[src/rtl/lcd_rect_fill.sv]
// lcd_rect_fill: address-window and pixel sequencer feeding a byte-level SPI TX
// stage of an ST7735-class LCD. Opens a CS frame, sends CASET/RASET/RAMWR and
// then streams one RGB565 colour per pixel, one byte in flight at a time.
module lcd_rect_fill #(
  parameter int CS_GAP = 2
) (
  input  logic        clk_i,
  input  logic        reset_ni,
  input  logic        start_i,
  input  logic        abort_i,
  input  logic [7:0]  x0_i,
  input  logic [7:0]  x1_i,
  input  logic [7:0]  y0_i,
  input  logic [7:0]  y1_i,
  input  logic [15:0] color_i,
  input  logic        tx_done_i,
  output logic [7:0]  tx_data_o,
  output logic        tx_start_o,
  output logic        tx_dc_o,
  output logic        cs_o,
  output logic        busy_o,
  output logic        done_o,
  output logic        err_o
);

  typedef enum logic [2:0] {
    S_IDLE, S_CS_SETUP, S_ISSUE, S_WAIT, S_FINISH, S_GAP
  } state_e;

  localparam int GW = (CS_GAP > 1) ? $clog2(CS_GAP) : 1;
  localparam logic [GW-1:0] GAP_LAST = GW'(CS_GAP - 1);
  localparam logic [3:0] HDR_LAST = 4'd10;  // index of RAMWR in the header
  localparam logic [3:0] HDR_PIX  = 4'd11;  // header done, streaming pixels

  state_e          state_q;
  logic [7:0]      x0_q, x1_q, y0_q, y1_q;
  logic [15:0]     color_q;
  logic [16:0]     pix_cnt_q;
  logic [3:0]      hdr_idx_q;
  logic            hi_sent_q;
  logic            abort_q;
  logic [GW-1:0]   gap_cnt_q;
  logic [7:0]      tx_data_q;
  logic            tx_start_q, tx_dc_q, cs_q, busy_q, done_q, err_q;

  logic            win_ok;
  logic [8:0]      w_x, w_y;
  logic [16:0]     pix_cnt_d;
  logic [16:0]     pix_cnt_dec;
  logic [3:0]      hdr_nxt;
  logic [7:0]      hdr_data_d;
  logic            hdr_dc_d;

  // Window validation, pixel count and the next header byte after the one in flight.
  always_comb begin
    // NOTE: every always_comb output gets a default first so no path can infer a latch.
    hdr_data_d  = 8'h2A;
    hdr_dc_d    = 1'b0;
    win_ok      = (x1_i >= x0_i) && (y1_i >= y0_i);
    w_x         = {1'b0, x1_i} - {1'b0, x0_i} + 9'd1;
    w_y         = {1'b0, y1_i} - {1'b0, y0_i} + 9'd1;
    pix_cnt_d   = 17'(w_x) * 17'(w_y);  // up to 256*256 = 65536 fits in 17 bits
    pix_cnt_dec = pix_cnt_q - 17'd1;
    hdr_nxt     = hdr_idx_q + 4'd1;
    case (hdr_nxt)
      4'd1:    begin hdr_data_d = 8'h00; hdr_dc_d = 1'b1; end
      4'd2:    begin hdr_data_d = x0_q;  hdr_dc_d = 1'b1; end
      4'd3:    begin hdr_data_d = 8'h00; hdr_dc_d = 1'b1; end
      4'd4:    begin hdr_data_d = x1_q;  hdr_dc_d = 1'b1; end
      4'd5:    begin hdr_data_d = 8'h2B; hdr_dc_d = 1'b0; end
      4'd6:    begin hdr_data_d = 8'h00; hdr_dc_d = 1'b1; end
      4'd7:    begin hdr_data_d = y0_q;  hdr_dc_d = 1'b1; end
      4'd8:    begin hdr_data_d = 8'h00; hdr_dc_d = 1'b1; end
      4'd9:    begin hdr_data_d = y1_q;  hdr_dc_d = 1'b1; end
      4'd10:   begin hdr_data_d = 8'h2C; hdr_dc_d = 1'b0; end
      default: begin hdr_data_d = 8'h2A; hdr_dc_d = 1'b0; end
    endcase
  end

  // Frame FSM; all interface outputs are registered here.
  always_ff @(posedge clk_i or negedge reset_ni) begin
    if (!reset_ni) begin
      state_q    <= S_IDLE;
      x0_q       <= '0;
      x1_q       <= '0;
      y0_q       <= '0;
      y1_q       <= '0;
      color_q    <= '0;
      pix_cnt_q  <= '0;
      hdr_idx_q  <= '0;
      hi_sent_q  <= 1'b0;
      abort_q    <= 1'b0;
      gap_cnt_q  <= '0;
      tx_data_q  <= '0;
      tx_start_q <= 1'b0;
      tx_dc_q    <= 1'b0;
      cs_q       <= 1'b1;
      busy_q     <= 1'b0;
      done_q     <= 1'b0;
      err_q      <= 1'b0;
    end else begin
      // NOTE: non-blocking assignments so every register samples pre-edge values.
      tx_start_q <= 1'b0;
      done_q     <= 1'b0;
      err_q      <= 1'b0;
      unique case (state_q)
        S_IDLE: begin
          if (start_i) begin
            if (win_ok) begin
              x0_q      <= x0_i;
              x1_q      <= x1_i;
              y0_q      <= y0_i;
              y1_q      <= y1_i;
              color_q   <= color_i;
              pix_cnt_q <= pix_cnt_d;
              hdr_idx_q <= '0;
              hi_sent_q <= 1'b0;
              abort_q   <= 1'b0;
              busy_q    <= 1'b1;
              cs_q      <= 1'b0;
              state_q   <= S_CS_SETUP;
            end else begin
              err_q <= 1'b1;
            end
          end
        end
        S_CS_SETUP: begin
          if (abort_i) begin
            cs_q      <= 1'b1;
            gap_cnt_q <= '0;
            state_q   <= S_GAP;
          end else begin
            tx_data_q  <= 8'h2A;
            tx_dc_q    <= 1'b0;
            tx_start_q <= 1'b1;
            state_q    <= S_ISSUE;
          end
        end
        S_ISSUE: begin
          // The byte is already launched; an abort here only stops the next one.
          if (abort_i) abort_q <= 1'b1;
          state_q <= S_WAIT;
        end
        S_WAIT: begin
          if (abort_i) abort_q <= 1'b1;
          if (tx_done_i) begin
            if (abort_i || abort_q) begin
              cs_q      <= 1'b1;
              gap_cnt_q <= '0;
              state_q   <= S_GAP;
            end else if (hdr_idx_q != HDR_PIX) begin
              if (hdr_idx_q == HDR_LAST) begin
                tx_data_q <= color_q[15:8];
                tx_dc_q   <= 1'b1;
                hi_sent_q <= 1'b1;
              end else begin
                tx_data_q <= hdr_data_d;
                tx_dc_q   <= hdr_dc_d;
              end
              hdr_idx_q  <= hdr_nxt;
              tx_start_q <= 1'b1;
              state_q    <= S_ISSUE;
            end else if (hi_sent_q) begin
              tx_data_q  <= color_q[7:0];
              tx_dc_q    <= 1'b1;
              hi_sent_q  <= 1'b0;
              tx_start_q <= 1'b1;
              state_q    <= S_ISSUE;
            end else begin
              // A low byte just finished: one pixel fewer remains.
              pix_cnt_q <= pix_cnt_dec;
              if (pix_cnt_dec == 17'd0) begin
                cs_q    <= 1'b1;
                done_q  <= 1'b1;
                state_q <= S_FINISH;
              end else begin
                tx_data_q  <= color_q[15:8];
                tx_dc_q    <= 1'b1;
                hi_sent_q  <= 1'b1;
                tx_start_q <= 1'b1;
                state_q    <= S_ISSUE;
              end
            end
          end
        end
        S_FINISH: begin
          gap_cnt_q <= '0;
          state_q   <= S_GAP;
        end
        S_GAP: begin
          if (gap_cnt_q == GAP_LAST) begin
            busy_q  <= 1'b0;
            state_q <= S_IDLE;
          end else begin
            gap_cnt_q <= gap_cnt_q + 1'b1;
          end
        end
        default: state_q <= S_IDLE;
      endcase
    end
  end

  assign tx_data_o  = tx_data_q;
  assign tx_start_o = tx_start_q;
  assign tx_dc_o    = tx_dc_q;
  assign cs_o       = cs_q;
  assign busy_o     = busy_q;
  assign done_o     = done_q;
  assign err_o      = err_q;

endmodule

[config.mk]
export PLATFORM = sky130hd
export DESIGN_NAME = lcd_rect_fill
export DESIGN_NICKNAME = d
export VERILOG_FILES = /design/src/rtl/lcd_rect_fill.sv
export SDC_FILE = /design/constraint.sdc
export NUM_CORES = 1
export LEC_CHECK = 0
export BUFFER_PORTS_ARGS = -buffer_cell sky130_fd_sc_hd__clkbuf_2
export CELL_PAD_IN_SITES_DETAIL_PLACEMENT = 1
export CELL_PAD_IN_SITES_GLOBAL_PLACEMENT = 2
export CORE_MARGIN = 5
export CORE_UTILIZATION = 42
export DETAILED_ROUTE_END_ITERATION = 8
export PLACE_DENSITY = 0.95
export REMOVE_ABC_BUFFERS = 1
export SKIP_CTS_REPAIR_TIMING = 1
export SLEW_MARGIN = 10
export SYNTH_ARGS = -nofsm -noshare
export SYNTH_HDL_FRONTEND = slang
export SYNTH_SLANG_ARGS = --single-unit
[constraint.sdc]
create_clock -name clk_i -period 6.4 [get_ports clk_i]
set_input_delay 1.28 -clock clk_i [delete_from_list [all_inputs] [get_ports clk_i]]
set_output_delay 1.28 -clock clk_i [all_outputs]
set_load 0.005 [all_outputs]
==> results.py, run 1 <==
metrics = {
    "job": {
        "maxCapViolCount": 0,
    },
    "logic_synthesis": {
        "synth_most_common_cell": "inv_1",
        "syn-cell-area_um2": 8220,
        "ys_seq_area_share_pct": 27.1,
        "synthArstFlopShare_pct": 100,
        "synth_area_leaders": "dfrtp_1, fa_1, ha_1",
        "synth_top_cells_by_count": "inv_1, dfrtp_1, nor2_1",
        "ys_types": 64,
        "synth_edf_count": 0,
        "synth_seq_cells": 89,
        "yosys.area.top_type": "dfrtp_1",
        "syn_avg_cell_area_um2": 9.11,
        "yosys_warnings": 0,
        "synth_ff_type": "dfrtp_1",
        "synth_top_cell_area_share_pct": 26.8,
        "synthCells": 902,
    },
    "clock_network": {
        "cts_root_buf": "clkbuf_16",
        "clock_path_buffers": 2,
        "worstSkewPairLatency_ns": 0.37,
        "cts_buffers": 9,
        "clk_pin_slew_ns": 0.08,
        "clkSinkCount": 89,
        "cts_tree": "built",
        "htreeDepth": 3,
    },
    "finish": {
        "area_growth_pct": 28.1,
        "drive_gt1_share_pct": 32.5,
        "diodes": 0,
        "nets": 1271,
        "utilization_pct": 54.4,
    },
    "critical_path": {
        "cp_data_required_time_ns": 6.63,
        "worstPathArrival_ns": 6.95,
        "worstPathMaxFanout": 5,
        "setup.worst_path.class": "in2reg",
        "start_kind": "primary input",
        "cp-end-kind": "flop",
    },
    "die": {
        "num_rows": 51,
        "start_util_pct": 42.5,
        "coreArea_um2": 19300,
        "die_x_um": 150,
        "ioPinCount": 67,
        "die-height_um": 150,
        "dieArea_um2": 22500,
    },
    "drt": {
        "drtIter0Drc": 328,
        "firstDrtPassIters": 5,
        "remaining_drc_errors": 0,
        "routed_wl_um": 28200,
        "via_count": 7479,
        "avgRoutedWirePerCell_um": 20.8,
        "postRouteAntennaNets": 0,
        "drt-vias-per-instance": 5.53,
    },
    "sta": {
        "hold_viol_final": 0,
        "fin_ws_ns": -0.324,
        "max_freq_mhz": 149,
        "fin_crit_ns": 6.72,
        "relSlewSlack_pct": 42.3,
        "worst_slew_pin_slew_ns": 0.861,
        "setup_tns_ns": -1.61,
        "rsz0062_at_grt": "true",
        "slew_violations": 0,
        "hold_ws_ns": 0.469,
        "report.final.setup_viol": 8,
        "fin_worst_skew_ns": 0.0158,
        "period_share_pct": 105,
    },
    "hold_path": {
        "hold_path_class": "reg2reg",
    },
    "placement": {
        "place_congestion": 0.871,
        "numPortBuffers": 66,
        "hpwl_um": 19800,
    },
    "global_routing": {
        "grt.overflow.total": 0,
        "track_usage_pct": 23.0,
        "antenna_found_initial": 0,
        "grt_pass1_vias": 7922,
        "grt_max_degree": 64,
        "grt_pass1_wl_um": 40800,
    },
    "status": {
        "status": "finished, violations left",
        "violations": "negative setup slack",
    },
}
==> state kept, by name, summed over array words and instances (netlist names) <==
signal	flops
pix_cnt_q	17
color_q	16
tx_data_o	8
x0_q	8
x1_q	8
y0_q	8
y1_q	8
hdr_idx_q	4
state_q	3
abort_q	1
busy_o	1
cs_o	1
done_o	1
err_o	1
gap_cnt_q	1
hi_sent_q	1
tx_dc_o	1
tx_start_o	1
==> routing by layer <==
metal	GRT usage [%]	up-vias	routed length, µm
li1	-	3397	-
met1	28.7	3762	10900
met2	40.9	240	14800
met3	3.36	80	1250
met4	7.23	0	1240
met5	0	-	0
==> worst max-delay path, stage by stage <==
cell and delay (ns):
buf_6 0.10, buf_4 0.12, inv_1 0.05, ha_1 0.16
inv_1 0.09, ha_1 0.31, a21oi_2 0.22, o221ai_2 0.14
o41ai_2 0.42, xor2_1 0.26, nand2_1 0.14, fa_1 0.55
fa_1 0.53, inv_1 0.05, fa_1 0.47, inv_1 0.05
fa_1 0.49, inv_2 0.05, ha_4 0.24, o21ai_2 0.07
a21oi_2 0.05, o211ai_1 0.17, nand2_1 0.11, a41o_1 0.22
o41ai_2 0.34, xnor2_1 0.17, o211ai_1 0.11
==> cells in the final DEF, fill, tap and decap left out, drive strengths merged, types with 3 or more instances in the layout <==
cell / synthesis / routed
a21o: 4 / 4
a21oi: 37 / 37
a221o: 4 / 4
a221oi: 7 / 7
a22o: 6 / 6
a22oi: 13 / 13
a31oi: 8 / 8
and2: 12 / 12
and3: 4 / 4
buf: 7 / 141
clkbuf: 23 / 68
clkinv: 0 / 3
dfrtp: 88 / 88
fa: 57 / 57
ha: 78 / 78
inv: 132 / 136
mux2: 47 / 47
mux2i: 5 / 5
nand2: 70 / 70
nand2b: 16 / 16
nand3: 20 / 20
nand4: 4 / 4
nor2: 86 / 86
nor2b: 5 / 5
nor3: 18 / 18
nor4: 6 / 6
o2111ai: 3 / 3
o211ai: 8 / 8
o21ai: 49 / 49
o221ai: 4 / 4
o22a: 3 / 3
o22ai: 3 / 3
o41ai: 3 / 3
or3: 4 / 4
xnor2: 26 / 26
xor2: 15 / 15
==> per-stage QoR <==
step           instance area [µm²]  worst slack [ns]  cells
3_3_place_gp                  9710            -0.897   1328
2_1_floorplan                 8100             -1.72    872
5_1_grt                      10500            -0.559   1353
4_1_cts                      10000            -0.879   1344
6_report                     10500            -0.324   1353
3_5_place_dp                  9710             -1.13   1328
==> cells by family after synthesis <==
group | count (synthesis) | synth area share, %
adders and majority gates | 135 | 25.8
DFF | 89 | 27.1
xor gates and xnor gates | 41 | 4.37
and+or+nand+nor | 256 | 14.9
muxes | 52 | 7.05
AOI/OAI and AO/OA | 167 | 13.3
buffers and inverters | 162 | 7.49
==> worst paths after layout <==
path	start	to	slack (ns)	cells past startpoint
setup / recovery	y1_i[1]	pix_cnt_q[16]	-0.32	27
hold / removal	cs_o	cs_o	0.47	2
setup reg to reg	pix_cnt_q[0]	tx_data_o[1]	3.11	10
hold reg to reg	cs_o	cs_o	0.47	2
max in group asynchronous	reset_ni	x1_q[7]	4.43	2
min in group asynchronous	reset_ni	x0_q[0]	0.83	1
==> layout make-up <==
cell class | count | area (µm²)
tap | 265 | 332
clock inverter | 7 | 76.3
fill | 2200 | 8810
inverter | 132 | 503
timing repair buffer | 200 | 1380
clock buffer | 9 | 225
sequential | 89 | 2230
multi-input combinational | 651 | 5790
Power of run 1 is not shown: default switching activity piles up to over one toggle a cycle in this logic, so the estimate is an artifact.
==> inputs of run 2 (changes only) <==
--- a/config.mk
+++ b/config.mk
@@ -9,9 +9,9 @@
 export CELL_PAD_IN_SITES_DETAIL_PLACEMENT = 1
 export CELL_PAD_IN_SITES_GLOBAL_PLACEMENT = 2
 export CORE_MARGIN = 5
-export CORE_UTILIZATION = 42
+export CORE_UTILIZATION = 34
 export DETAILED_ROUTE_END_ITERATION = 8
-export PLACE_DENSITY = 0.95
+export PLACE_DENSITY = 0.84
 export REMOVE_ABC_BUFFERS = 1
 export SKIP_CTS_REPAIR_TIMING = 1
 export SLEW_MARGIN = 10
==> run 2 against run 1 <==
Against the previous run:
- the run still ends with negative setup slack left
- via count decreased by 4.7%
- sequential share of layout area increased by 0.068 points
- sequential cell count unchanged
- die area increased by 22%
- setup slack improved by 0.013 ns
- clock skew decreased by 0.0070 ns
- largest cell class unchanged
- highest routed layer unchanged
==> results.py, run 2 (synthesis results as in run 1) <==
metrics = {
    "drt": {
        "routed_wl_um": 24800,
        "via_count": 7129,
        "remaining_drc_errors": 0,
        "drtIter0Drc": 225,
        "postRouteAntennaNets": 0,
        "firstDrtPassIters": 4,
        "avgRoutedWirePerCell_um": 17.6,
        "drt-vias-per-instance": 5.06,
    },
    "critical_path": {
        "r2r_start": "pix_cnt_q[0]",
        "setup.worst_path.class": "in2reg",
        "cp-endpoint": "pix_cnt_q[15]",
        "crit_slowest_cell": "fa_1",
        "cp_common_cell": "fa_1",
        "r2r_end": "tx_data_o[1]",
        "max_stage_delay_ns": 0.54,
        "cp_data_required_time_ns": 6.60,
        "r2r_slack_ns": 3.21,
        "worstPathMaxFanout": 5,
        "start_kind": "primary input",
        "crit_start": "y1_i[1]",
        "cp-end-kind": "flop",
        "worstPathArrival_ns": 6.91,
        "reg2reg_depth": 10,
    },
    "placement": {
        "place_congestion": 0.867,
        "numPortBuffers": 66,
        "hpwl_um": 19500,
    },
    "sta": {
        "fin_ws_ns": -0.311,
        "worst_slew_pin_slew_ns": 1.01,
        "rsz0062_at_grt": "true",
        "slew_violations": 0,
        "fin_worst_skew_ns": 0.00876,
        "hold_ws_ns": 0.470,
        "fin_crit_ns": 6.71,
        "period_share_pct": 105,
        "report.final.setup_viol": 8,
        "max_freq_mhz": 149,
        "hold_viol_final": 0,
        "relSlewSlack_pct": 32.5,
    },
    "clock_network": {
        "worstSkewPairLatency_ns": 0.36,
        "clock_path_buffers": 2,
        "cts_buffers": 9,
        "cts_root_buf": "clkbuf_16",
        "cts_tree": "built",
        "htreeDepth": 3,
        "clk_pin_slew_ns": 0.08,
        "clkSinkCount": 89,
    },
    "global_routing": {
        "grt_pass1_wl_um": 39400,
        "grt_max_degree": 78,
        "track_usage_pct": 18.2,
        "grt.overflow.total": 0,
        "grt_pass1_vias": 7734,
        "antenna_found_initial": 0,
    },
    "finish": {
        "area_growth_pct": 27.7,
        "layout_common_cells": "buf_4, inv_1, dfrtp_1, nor2_1",
        "top_regs": "pix_cnt_q (17), color_q (16)",
        "diodes": 0,
        "nets": 1273,
        "drive_gt1_share_pct": 31.1,
        "regMostFlops": "pix_cnt_q",
        "layout_commonest_cell": "buf_4",
        "n_fill_cell": 2782,
        "largest_reg_flops": 17,
    },
    "status": {
        "violations": "negative setup slack",
        "status": "finished, violations left",
    },
    "die": {
        "die_x_um": 165,
        "ioPinCount": 67,
        "num_rows": 56,
        "dieArea_um2": 27400,
        "coreArea_um2": 23600,
        "die-height_um": 165,
        "start_util_pct": 34.8,
    },
    "job": {
        "maxCapViolCount": 0,
    },
    "hold_path": {
        "hold_depth": 2,
        "hold_path_class": "reg2reg",
        "min_from": "cs_o",
    },
}
## run 2: changes by cell type in the layout (fill, tap and decap cells not counted), moves of 3 or more
cell / before / now
ha_4: 12 / 8
inv_1: 118 / 121
buf_4: 133 / 136
inv_2: 11 / 8
ha_1: 64 / 68
## run 2: final cells by class
type / instances / area, µm² / share of cell area (%)
tap: 319 / 399 / 3.80
clock buffer: 9 / 225 / 2.15
sequential: 89 / 2230 / 21.2
timing repair buffer: 202 / 1390 / 13.2
multi-input combinational: 651 / 5670 / 54.0
clock inverter: 7 / 81.3 / 0.775
inverter: 132 / 503 / 4.79
## run 2: how the worst min path moves through the flow
stage | end
detailed placement | cs_o
global route | cs_o
CTS | cs_o
floorplan | cs_o
finish | cs_o
global placement | cs_o
## run 2: routing by layer
metal / wire [µm] / up-vias / GRT usage (%)
met5: 0 / - / 0
met4: 557 / 0 / 5.21
met3: 839 / 36 / 2.68
met2: 12700 / 140 / 31.9
met1: 10700 / 3546 / 23.3
li1: - / 3407 / -
## run 2: critical path, delay by kind of cell
family | cells | cell delay, ns
xor gates and xnor gates | 2 | 0.33
buffers and inverters | 5 | 0.31
AOI/OAI and AO/OA | 8 | 1.43
adders and majority gates | 8 | 3.06
and+or+nand+nor | 4 | 0.50
## run 2: through the flow
| stage | setup TNS, ns | instances | instance area [µm²] | setup slack, ns | utilization, % |
|---|---|---|---|---|---|
| 5_1_grt | -3.43 | 1409 | 10500 | -0.528 | 44.4 |
| 4_1_cts | -5.05 | 1399 | 10100 | -0.771 | 42.7 |
| 3_5_place_dp | -8.75 | 1383 | 9790 | -1.14 | 41.4 |
| 2_1_floorplan | -38.57 | 872 | 8100 | -1.72 | - |
| 3_3_place_gp | -6.62 | 1383 | 9790 | -0.907 | 41.4 |
| 6_report | -1.72 | 1409 | 10500 | -0.311 | 44.4 |
Power of run 2 is left out for the same reason.
==> inputs of run 3 (changes only) <==
--- a/config.mk
+++ b/config.mk
@@ -11,7 +11,7 @@
 export CORE_MARGIN = 5
 export CORE_UTILIZATION = 34
 export DETAILED_ROUTE_END_ITERATION = 8
-export PLACE_DENSITY = 0.84
+export PLACE_DENSITY_LB_ADDON = 0.1
 export REMOVE_ABC_BUFFERS = 1
 export SKIP_CTS_REPAIR_TIMING = 1
 export SLEW_MARGIN = 10
==> run 3 against run 2 <==
Against the previous run:
- the flow still finishes with violations (negative setup slack)
- final cell count grew 0.78%
- die area is the same
- fmax grew 2.7%
- core utilization grew 1.0 points
==> results.py, run 3 (synthesis results as in run 1) <==
metrics = {
    "status": {
        "status": "finished, violations left",
        "violations": "negative setup slack",
    },
    "die": {
        "die-height_um": 165,
        "num_rows": 56,
        "start_util_pct": 34.8,
        "coreArea_um2": 23600,
        "ioPinCount": 67,
        "die_x_um": 165,
        "dieArea_um2": 27400,
    },
    "clock_network": {
        "worstSkewPairLatency_ns": 0.35,
        "clkSinkCount": 89,
        "clock_path_buffers": 2,
        "htreeDepth": 3,
        "cts_tree": "built",
        "cts_buffers": 9,
        "cts_root_buf": "clkbuf_16",
        "clk_pin_slew_ns": 0.07,
    },
    "placement": {
        "hpwl_um": 20400,
        "numPortBuffers": 66,
        "place_area_um2": 9850,
        "place_congestion": 0.792,
    },
    "drt": {
        "firstDrtPassIters": 4,
        "remaining_drc_errors": 0,
        "via_count": 7045,
        "drtIter0Drc": 297,
        "routed_wl_um": 25400,
        "drt-vias-per-instance": 4.96,
        "avgRoutedWirePerCell_um": 17.9,
        "postRouteAntennaNets": 0,
    },
    "sta": {
        "rsz0062_at_grt": "true",
        "period_share_pct": 102,
        "worst_slew_pin_slew_ns": 0.922,
        "hold_viol_final": 0,
        "slew_violations": 0,
        "setup_tns_ns": -0.547,
        "fin_ws_ns": -0.133,
        "relSlewSlack_pct": 38.2,
        "report.final.setup_viol": 6,
        "fin_worst_skew_ns": 0.00515,
        "hold_ws_ns": 0.470,
        "max_freq_mhz": 153,
        "fin_crit_ns": 6.53,
    },
    "finish": {
        "nets": 1285,
        "layout_commonest_cell": "buf_4",
        "regMostFlops": "pix_cnt_q",
        "utilization_pct": 45.4,
        "fin_area_um2": 10700,
        "diodes": 0,
        "largest_reg_flops": 17,
        "area_growth_pct": 30.6,
        "top_regs": "pix_cnt_q (17), color_q (16)",
        "n_fill_cell": 2786,
        "layout_common_cells": "buf_4, inv_1, dfrtp_1, nor2_1, nand2_1",
        "drive_gt1_share_pct": 33.4,
    },
    "critical_path": {
        "cp_data_required_time_ns": 6.63,
        "start_kind": "primary input",
        "worstPathArrival_ns": 6.76,
        "worstPathMaxFanout": 5,
        "setup.worst_path.class": "in2reg",
        "r2r_start": "pix_cnt_q[0]",
        "crit_start": "y0_i[4]",
        "cp-end-kind": "flop",
    },
    "global_routing": {
        "track_usage_pct": 19.1,
        "antenna_found_initial": 0,
        "grt.overflow.total": 0,
        "grt_pass1_vias": 7606,
        "grt_pass1_wl_um": 40900,
        "grt_max_degree": 69,
    },
    "hold_path": {
        "hold_path_class": "reg2reg",
        "min_from": "cs_o",
    },
    "job": {
        "maxCapViolCount": 0,
    },
}
run 3: cell count changes in the layout (fill, tap and decap cells not counted), moves of 3 or more:
cell,previous run,this run
xnor2_1,21,18
xor2_1,14,11
buf_6,6,9
xor2_2,1,4
nor2_2,8,5
inv_1,121,117
nor2_4,0,3
buf_4,136,145
run 3: per-layer routing:
| metal | vias to the layer above | track usage (%) | wire (µm) |
|---|---|---|---|
| met1 | 3532 | 28.2 | 12800 |
| met5 | - | 0 | 0 |
| met4 | 0 | 3.11 | 289 |
| met2 | 64 | 30.4 | 11800 |
| met3 | 17 | 2.51 | 492 |
| li1 | 3432 | - | - |
run 3: critical path, stage by stage:
cell,delay [ns]
buf_6,0.10
inv_4,0.04
ha_4,0.13
inv_2,0.04
fa_2,0.48
or3b_4,0.44
o221ai_4,0.23
buf_6,0.14
nor2_4,0.04
xor2_1,0.14
buf_4,0.17
nor2_1,0.13
fa_1,0.45
fa_1,0.51
fa_1,0.55
inv_1,0.06
fa_1,0.53
inv_1,0.07
ha_4,0.29
nor2_1,0.05
nor2_1,0.13
o41ai_2,0.11
o21a_2,0.24
xnor2_2,0.15
a22oi_1,0.20
o21ai_1,0.08
run 3: per-stage QoR:
| stage | std cells | setup WS [ns] |
|---|---|---|
| 6_report | 1420 | -0.133 |
| 5_1_grt | 1420 | -0.381 |
| 4_1_cts | 1407 | -0.713 |
| 3_5_place_dp | 1392 | -1.05 |
| 3_3_place_gp | 1392 | -0.928 |
| 2_1_floorplan | 872 | -1.72 |
run 3: area by class of cell:
class | instances | area, µm² | share of cell area, %
repair buffers | 214 | 1510 | 14.0
well taps | 319 | 399 | 3.72
clock buffers | 10 | 239 | 2.23
clock inverters | 5 | 38.8 | 0.361
multi-input cells | 651 | 5810 | 54.2
inverters | 132 | 508 | 4.73
flip-flops and latches | 89 | 2230 | 20.8
run 3: worst paths after layout:
| kind | depth (start not counted) | to | slack [ns] |
|---|---|---|---|
| setup reg to reg | 10 | cs_o | 3.24 |
| hold / removal | 2 | cs_o | 0.47 |
| setup / recovery | 26 | pix_cnt_q[13] | -0.13 |
| max in group asynchronous | 2 | x0_q[3] | 4.39 |
| min in group asynchronous | 1 | pix_cnt_q[12] | 0.82 |
| hold reg to reg | 2 | cs_o | 0.47 |
Power of run 3 is left out for the same reason.
